--- src/rtl/seg7_scroller.sv ---
// Scrolling banner driver for a multiplexed common-segment 7-segment display.
// Slides a NUM_DIGITS-wide window over "UABC-ELECT" plus blank padding.
module seg7_scroller #(
    parameter int NUM_DIGITS  = 4,
    parameter int STEP_CYCLES = 1000,
    parameter int MUX_CYCLES  = 100
) (
    input  logic                  clk,
    input  logic                  rst_n,
    input  logic                  en,
    input  logic                  mode,
    input  logic                  restart,
    output logic [6:0]            segments,
    output logic [NUM_DIGITS-1:0] digit_sel,
    output logic                  done
);

    localparam int SEQ_LEN = 10 + NUM_DIGITS;
    localparam int POS_W   = $clog2(SEQ_LEN);
    localparam int IDX_W   = $clog2(2 * SEQ_LEN);
    localparam int STEP_W  = $clog2(STEP_CYCLES);
    localparam int MUX_W   = (MUX_CYCLES > 1) ? $clog2(MUX_CYCLES) : 1;
    localparam int DIG_W   = (NUM_DIGITS > 1) ? $clog2(NUM_DIGITS) : 1;

    localparam logic [POS_W-1:0]  POS_LAST  = POS_W'(SEQ_LEN - 1);
    localparam logic [STEP_W-1:0] STEP_LAST = STEP_W'(STEP_CYCLES - 1);
    localparam logic [MUX_W-1:0]  MUX_LAST  = MUX_W'(MUX_CYCLES - 1);
    localparam logic [DIG_W-1:0]  DIG_LAST  = DIG_W'(NUM_DIGITS - 1);

    typedef enum logic [1:0] {
        IDLE = 2'd0,
        RUN  = 2'd1,
        DONE = 2'd2
    } state_t;

    state_t              state, state_n;
    logic [POS_W-1:0]    pos, pos_n;
    logic [STEP_W-1:0]   step_cnt, step_n;
    logic [MUX_W-1:0]    scan_cnt, scan_n;
    logic [DIG_W-1:0]    dig, dig_n;
    logic                step_tick;

    logic [IDX_W-1:0]      win_sum;
    logic [IDX_W-1:0]      win_idx;
    logic [6:0]            glyph;
    logic [NUM_DIGITS-1:0] dig_onehot;

    always_ff @(posedge clk or negedge rst_n) begin
        if (!rst_n) begin
            state    <= IDLE;
            pos      <= '0;
            step_cnt <= '0;
            scan_cnt <= '0;
            dig      <= '0;
        end else begin
            state    <= state_n;
            pos      <= pos_n;
            step_cnt <= step_n;
            scan_cnt <= scan_n;
            dig      <= dig_n;
        end
    end

    always_comb begin
        state_n   = state;
        pos_n     = pos;
        step_n    = step_cnt;
        scan_n    = scan_cnt;
        dig_n     = dig;
        step_tick = 1'b0;

        case (state)
            IDLE: begin
                pos_n  = '0;
                step_n = '0;
                scan_n = '0;
                dig_n  = '0;
                if (en) begin
                    state_n = RUN;
                end
            end

            RUN: begin
                // Digit scanning runs even while paused so the frozen frame stays lit.
                if (scan_cnt == MUX_LAST) begin
                    scan_n = '0;
                    dig_n  = (dig == DIG_LAST) ? '0 : dig + 1'b1;
                end else begin
                    scan_n = scan_cnt + 1'b1;
                end

                if (en) begin
                    if (step_cnt == STEP_LAST) begin
                        step_n    = '0;
                        step_tick = 1'b1;
                    end else begin
                        step_n = step_cnt + 1'b1;
                    end
                end

                if (step_tick) begin
                    if (pos != POS_LAST) begin
                        pos_n = pos + 1'b1;
                    end else if (!mode) begin
                        pos_n = '0;
                    end else begin
                        state_n = DONE;
                        step_n  = '0;
                        scan_n  = '0;
                        dig_n   = '0;
                    end
                end
            end

            DONE: begin
                if (!mode) begin
                    state_n = RUN;
                    pos_n   = '0;
                    step_n  = '0;
                    scan_n  = '0;
                    dig_n   = '0;
                end
            end

            default: begin
                state_n = IDLE;
            end
        endcase

        // Restart overrides any step or mode change landing on the same edge.
        if (restart) begin
            state_n = en ? RUN : IDLE;
            pos_n   = '0;
            step_n  = '0;
            scan_n  = '0;
            dig_n   = '0;
        end
    end

    // Window index wraps by a single conditional subtract; pos + dig < 2*SEQ_LEN.
    always_comb begin
        win_sum    = IDX_W'(pos) + IDX_W'(dig);
        win_idx    = (win_sum >= IDX_W'(SEQ_LEN)) ? win_sum - IDX_W'(SEQ_LEN) : win_sum;
        dig_onehot = NUM_DIGITS'(1) << dig;

        case (win_idx[3:0])
            4'd0:    glyph = 7'b0111110;
            4'd1:    glyph = 7'b1110111;
            4'd2:    glyph = 7'b1111100;
            4'd3:    glyph = 7'b0111001;
            4'd4:    glyph = 7'b1000000;
            4'd5:    glyph = 7'b1111001;
            4'd6:    glyph = 7'b0111000;
            4'd7:    glyph = 7'b1111001;
            4'd8:    glyph = 7'b0111001;
            4'd9:    glyph = 7'b0110001;
            default: glyph = 7'b0000000;
        endcase
        if (win_idx >= IDX_W'(10)) begin
            glyph = 7'b0000000;
        end
    end

    always_ff @(posedge clk or negedge rst_n) begin
        if (!rst_n) begin
            segments  <= '0;
            digit_sel <= '0;
            done      <= 1'b0;
        end else begin
            segments  <= (state == RUN) ? glyph : 7'b0000000;
            digit_sel <= (state == RUN) ? dig_onehot : '0;
            done      <= (state == DONE) && !restart;
        end
    end

endmodule

--- config.mk ---
export PLATFORM = sky130hd
export DESIGN_NAME = seg7_scroller
export DESIGN_NICKNAME = d
export VERILOG_FILES = /design/src/rtl/seg7_scroller.sv
export SDC_FILE = /design/constraint.sdc
export NUM_CORES = 1
export LEC_CHECK = 0
export ABC_CLOCK_PERIOD_IN_PS = 5800
export CAP_MARGIN = 20
export CORE_ASPECT_RATIO = 0.6
export CORE_UTILIZATION = 30
export CTS_CLUSTER_DIAMETER = 200
export DETAILED_ROUTE_END_ITERATION = 16
export PLACE_DENSITY_LB_ADDON = 0.25
export SLEW_MARGIN = 25
export SYNTH_ARGS = -nofsm -noshare
export SYNTH_HDL_FRONTEND = slang
export SYNTH_SLANG_ARGS = --single-unit
--- constraint.sdc ---
create_clock -name clk -period 5.8 [get_ports clk]
set_clock_uncertainty 0.15 [all_clocks]
set_input_delay 0.87 -clock clk [delete_from_list [all_inputs] [get_ports clk]]
set_output_delay 0.87 -clock clk [all_outputs]
set_load 0.03 [all_outputs]
==> impl_results.rst <==
.. list-table::
   :header-rows: 1

   * - Metric
     - Value
   * - Hold crit path type
     - register to register
   * - Number of violations reported at the end of detailed-routing iteration 0
     - 168
   * - Vias in the first global route
     - 1,780
   * - Leading register cell type out of synthesis
     - sky130_fd_sc_hd__dfrtp_1
   * - Post-DR vias/cell
     - 5.130
   * - Fillers
     - 752
   * - Total gr overflow
     - 0
   * - Synth unique cells
     - 59
   * - Int Pwr
     - 661.0 uW
   * - Kind of launch point of the worst setup path
     - register
   * - I/O pin cnt
     - 17
   * - Upper clock frequency limit
     - 0.2675 GHz
   * - Worst setup EP type
     - register
   * - Placement Rows
     - 24
   * - H-tree depth
     - 2
   * - Post-layout net count
     - 304
   * - Crit path time final
     - 3.738 ns
   * - R2R depth
     - 13
   * - Port bufs
     - 16
   * - Synth warnings
     - 0
   * - Register bit count reported by yosys
     - 36
   * - Psw
     - 399.7 uW
   * - Fraction of met1 tracks used by global routing
     - 0.2149
   * - Count of clock tree sinks
     - 36
   * - Routed Antenna Nets
     - 0
   * - Worst Setup Path Type
     - register to register
   * - Most area-hungry cell type in the Yosys netlist
     - sky130_fd_sc_hd__dfrtp_1
   * - Number of hold-slack violations in the final timing report
     - 0
   * - Initial core utilization
     - 0.3224
   * - Number of buffers created by CTS
     - 5
   * - Maximum number of pins on one net before global-route repair
     - 37
   * - Resized cells post-CTS
     - 0
   * - Comb power frac
     - 0.414
   * - Slew headroom
     - 0.4435
   * - Worst path arrival time
     - 3.76 ns
   * - Floorplan die area
     - 0.008475 sq mm
   * - Number of max-cap violations
     - 0
   * - Critical path's largest stage delay
     - 0.55 ns
   * - Worst hold path cell count
     - 1
   * - Biggest area contributors in the synthesized netlist
     - sky130_fd_sc_hd__dfrtp_1 37%, sky130_fd_sc_hd__ha_1 9.3%, sky130_fd_sc_hd__o21ai_0 5.4%
   * - Buffer levels on the longest clock path
     - 2
   * - Worst-path maximum fanout
     - 11
   * - Fin crit share
     - 0.6445
   * - WL/cell
     - 13.74 microns
   * - Post-CTS Repair Setup Buffers
     - 0
   * - Initial antenna violation count
     - 0
   * - Final estimated routing congestion in global placement
     - 0.8362
   * - Core area
     - 0.007537 sq mm
   * - Data required time at the worst endpoint
     - 5.82 ns
   * - Die X
     - 118.2 microns
   * - Vias
     - 1,975
   * - Measured slew at the worst slew-check pin
     - 0.8347 ns
   * - Total power divided by cell area
     - 376.6 mW/mm^2
   * - Part of the power in the clock network
     - 0.290
   * - Setup-violating endpoint count in the final report
     - 0
   * - First-pass GRT wire length
     - 8990 microns
   * - Lkg Pwr
     - 1.258 nW
   * - Leading cell types in the layout, fill and taps excluded
     - 36 x sky130_fd_sc_hd__dfrtp_1, 30 x sky130_fd_sc_hd__nand2_1, 26 x sky130_fd_sc_hd__o21ai_0, 18 x sky130_fd_sc_hd__ha_1
   * - Latest clock arrival within the worst-skew pair
     - 0.28 ns
   * - Net Sw Frac
     - 0.3769
   * - Cells after Synth
     - 270
   * - Worst path cell trace
     - ha_1 > fa_1 > xor2_1 > ha_1 > nand2b_1 > o21ai_0 > a32oi_1 > xnor2_1 > ha_1 > inv_1 > o221ai_1 > nor2_1 > o221a_2
   * - Synthesized net count
     - 294
   * - Asr flop ratio synth
     - 1.000
   * - Post-Syn Area
     - 0.002430 sq mm
   * - Area share of the largest cell type after synthesis
     - 0.3708
   * - Final number of max-transition violations
     - 0
   * - TritonCTS clock tree
     - yes
   * - Leading cell type in the layout, fill and taps excluded
     - sky130_fd_sc_hd__dfrtp_1
   * - Fin util
     - 0.3737
   * - Global-route track usage on met2
     - 0.1654
   * - Portion of the post-synthesis area used by sequential elements
     - 0.3708
   * - Clock Root Buffer
     - sky130_fd_sc_hd__clkbuf_16
   * - Run status
     - completed
   * - Drt drc
     - 0
   * - Reg clk slew, reported paths
     - 0.05 ns
   * - Layout cells sized above 1
     - 0.07473
   * - Global Route Usage Sum
     - 0.1355
   * - Worst path slowest cell
     - sky130_fd_sc_hd__fa_1
   * - Number of antenna repair diodes
     - 0
   * - Detailed-router iteration count before antenna repair
     - 5
   * - Cts hold-fix bufs
     - 0
   * - RSZ-0062 raised after global routing
     - no
   * - Worst path most repeated cell
     - sky130_fd_sc_hd__ha_1
   * - Layout overhead on the synthesized area
     - 15.91%
   * - Synthesized area per cell
     - 8.999 sq um
   * - Detailed Route WL
     - 5291 microns
   * - Grt peak-use layer
     - met1
   * - Peak supply drop
     - 0.1421 mV
   * - Sequential fraction of design power
     - 0.297
   * - Met3 demand-to-capacity share in global routing
     - 0.03742
   * - Die Height
     - 71.71 microns
   * - Final TNS setup
     - 0 ns
   * - HPWL after DPL
     - 3804 microns
   * - Post-synth EDFFs
     - 0
registers in the layout (all words and copies together), names as in the netlist:
signal     count
digit_sel      4
step_cnt      10
segments       6
state          2
scan_cnt       7
pos            4
dig            2
done           1
final timing paths:
kind                                         start                 endpoint  slack [ns]
max in group asynchronous                    rst_n           done$_DFF_PN0_        4.43
min in group asynchronous                    rst_n  scan_cnt[3]$_DFFE_PN0P_        0.53
min reg2reg                step_cnt[8]$_DFFE_PN0P_  step_cnt[8]$_DFFE_PN0P_        0.35
max                             pos[0]$_DFFE_PN0P_    segments[3]$_DFF_PN0_        2.06
min                        step_cnt[8]$_DFFE_PN0P_  step_cnt[8]$_DFFE_PN0P_        0.35
max reg2reg                     pos[0]$_DFFE_PN0P_    segments[3]$_DFF_PN0_        2.06
final cells by class:
type                    instances  area (sq um)  share of cell area
multi-input cells             207          1406              0.4993
flip-flops and latches         36         900.9              0.3199
repair buffers                 18         170.2             0.06042
well taps                     104         130.1             0.04620
clock buffers                   6         128.9             0.04576
inverters                      12         45.04             0.01599
clock inverters                 2         35.03             0.01244
worst max-delay path: cells and delay by family (launching register included):
| kind | cells | cell delay, ns |
|---|---|---|
| adders and majority gates | 4 | 1.45 |
| xor gates and xnor gates | 2 | 0.71 |
| AOI/OAI and AO/OA | 4 | 0.63 |
| DFF | 1 | 0.44 |
| and+or+nand+nor | 2 | 0.18 |
| buffers and inverters | 1 | 0.04 |
synth_stat cells (all sizes together), types with 3 or more instances:
cell type and count:
nor2b 12, inv 12, a31oi 3, nand2b 5, o21ai 28, mux2i 3
buf 9, a22o 5, nand2 31, nand3 9, nor3 5, ha 18
and3 4, o31ai 5, nand4 4, nor2 11, a21oi 15, or2 4
dfrtp 36, o41ai 3, clkbuf 6, and2 6, a21o 4
stage by stage:
stage	hold WS (ns)	power [mW]	worst slack, ns	instance area, sq um	std cells
2_1_floorplan	0.3135	0.6386	2.528	2430	270
4_1_cts	0.3487	1.072	2.071	2816	385
5_1_grt	0.3937	1.135	1.770	2816	385
3_3_place_gp	0.3413	0.7547	2.218	2653	377
6_report	0.3477	1.061	2.062	2816	385
3_5_place_dp	0.3393	0.7576	2.084	2653	377
power groups by stage:
| stage | clock network, mW | logic (mW) | registers, mW |
|---|---|---|---|
| floorplan | 0 | 0.282 | 0.357 |
| global placement | 0 | 0.437 | 0.318 |
| detailed placement | 0 | 0.438 | 0.320 |
| CTS | 0.316 | 0.441 | 0.315 |
| global route | 0.327 | 0.487 | 0.321 |
| finish | 0.307 | 0.439 | 0.315 |
layer usage:
metal,up-vias,share of wire,routed length [microns]
li1,999,-,-
met1,921,0.57,3040
met2,47,0.36,1898
met3,8,0.052,275
met4,0,0.014,76
met5,-,0,0
logic make-up after synthesis:
kind of cell | after synthesis | synth area share
simple gates | 98 | 0.2152
flops | 36 | 0.3708
mux | 4 | 0.01699
buf+inv | 27 | 0.05046
compound gates | 84 | 0.2384
xor+xnor | 2 | 0.007210
fa+ha+maj | 19 | 0.1009
Note: power is estimated with default switching activity, not from simulation.
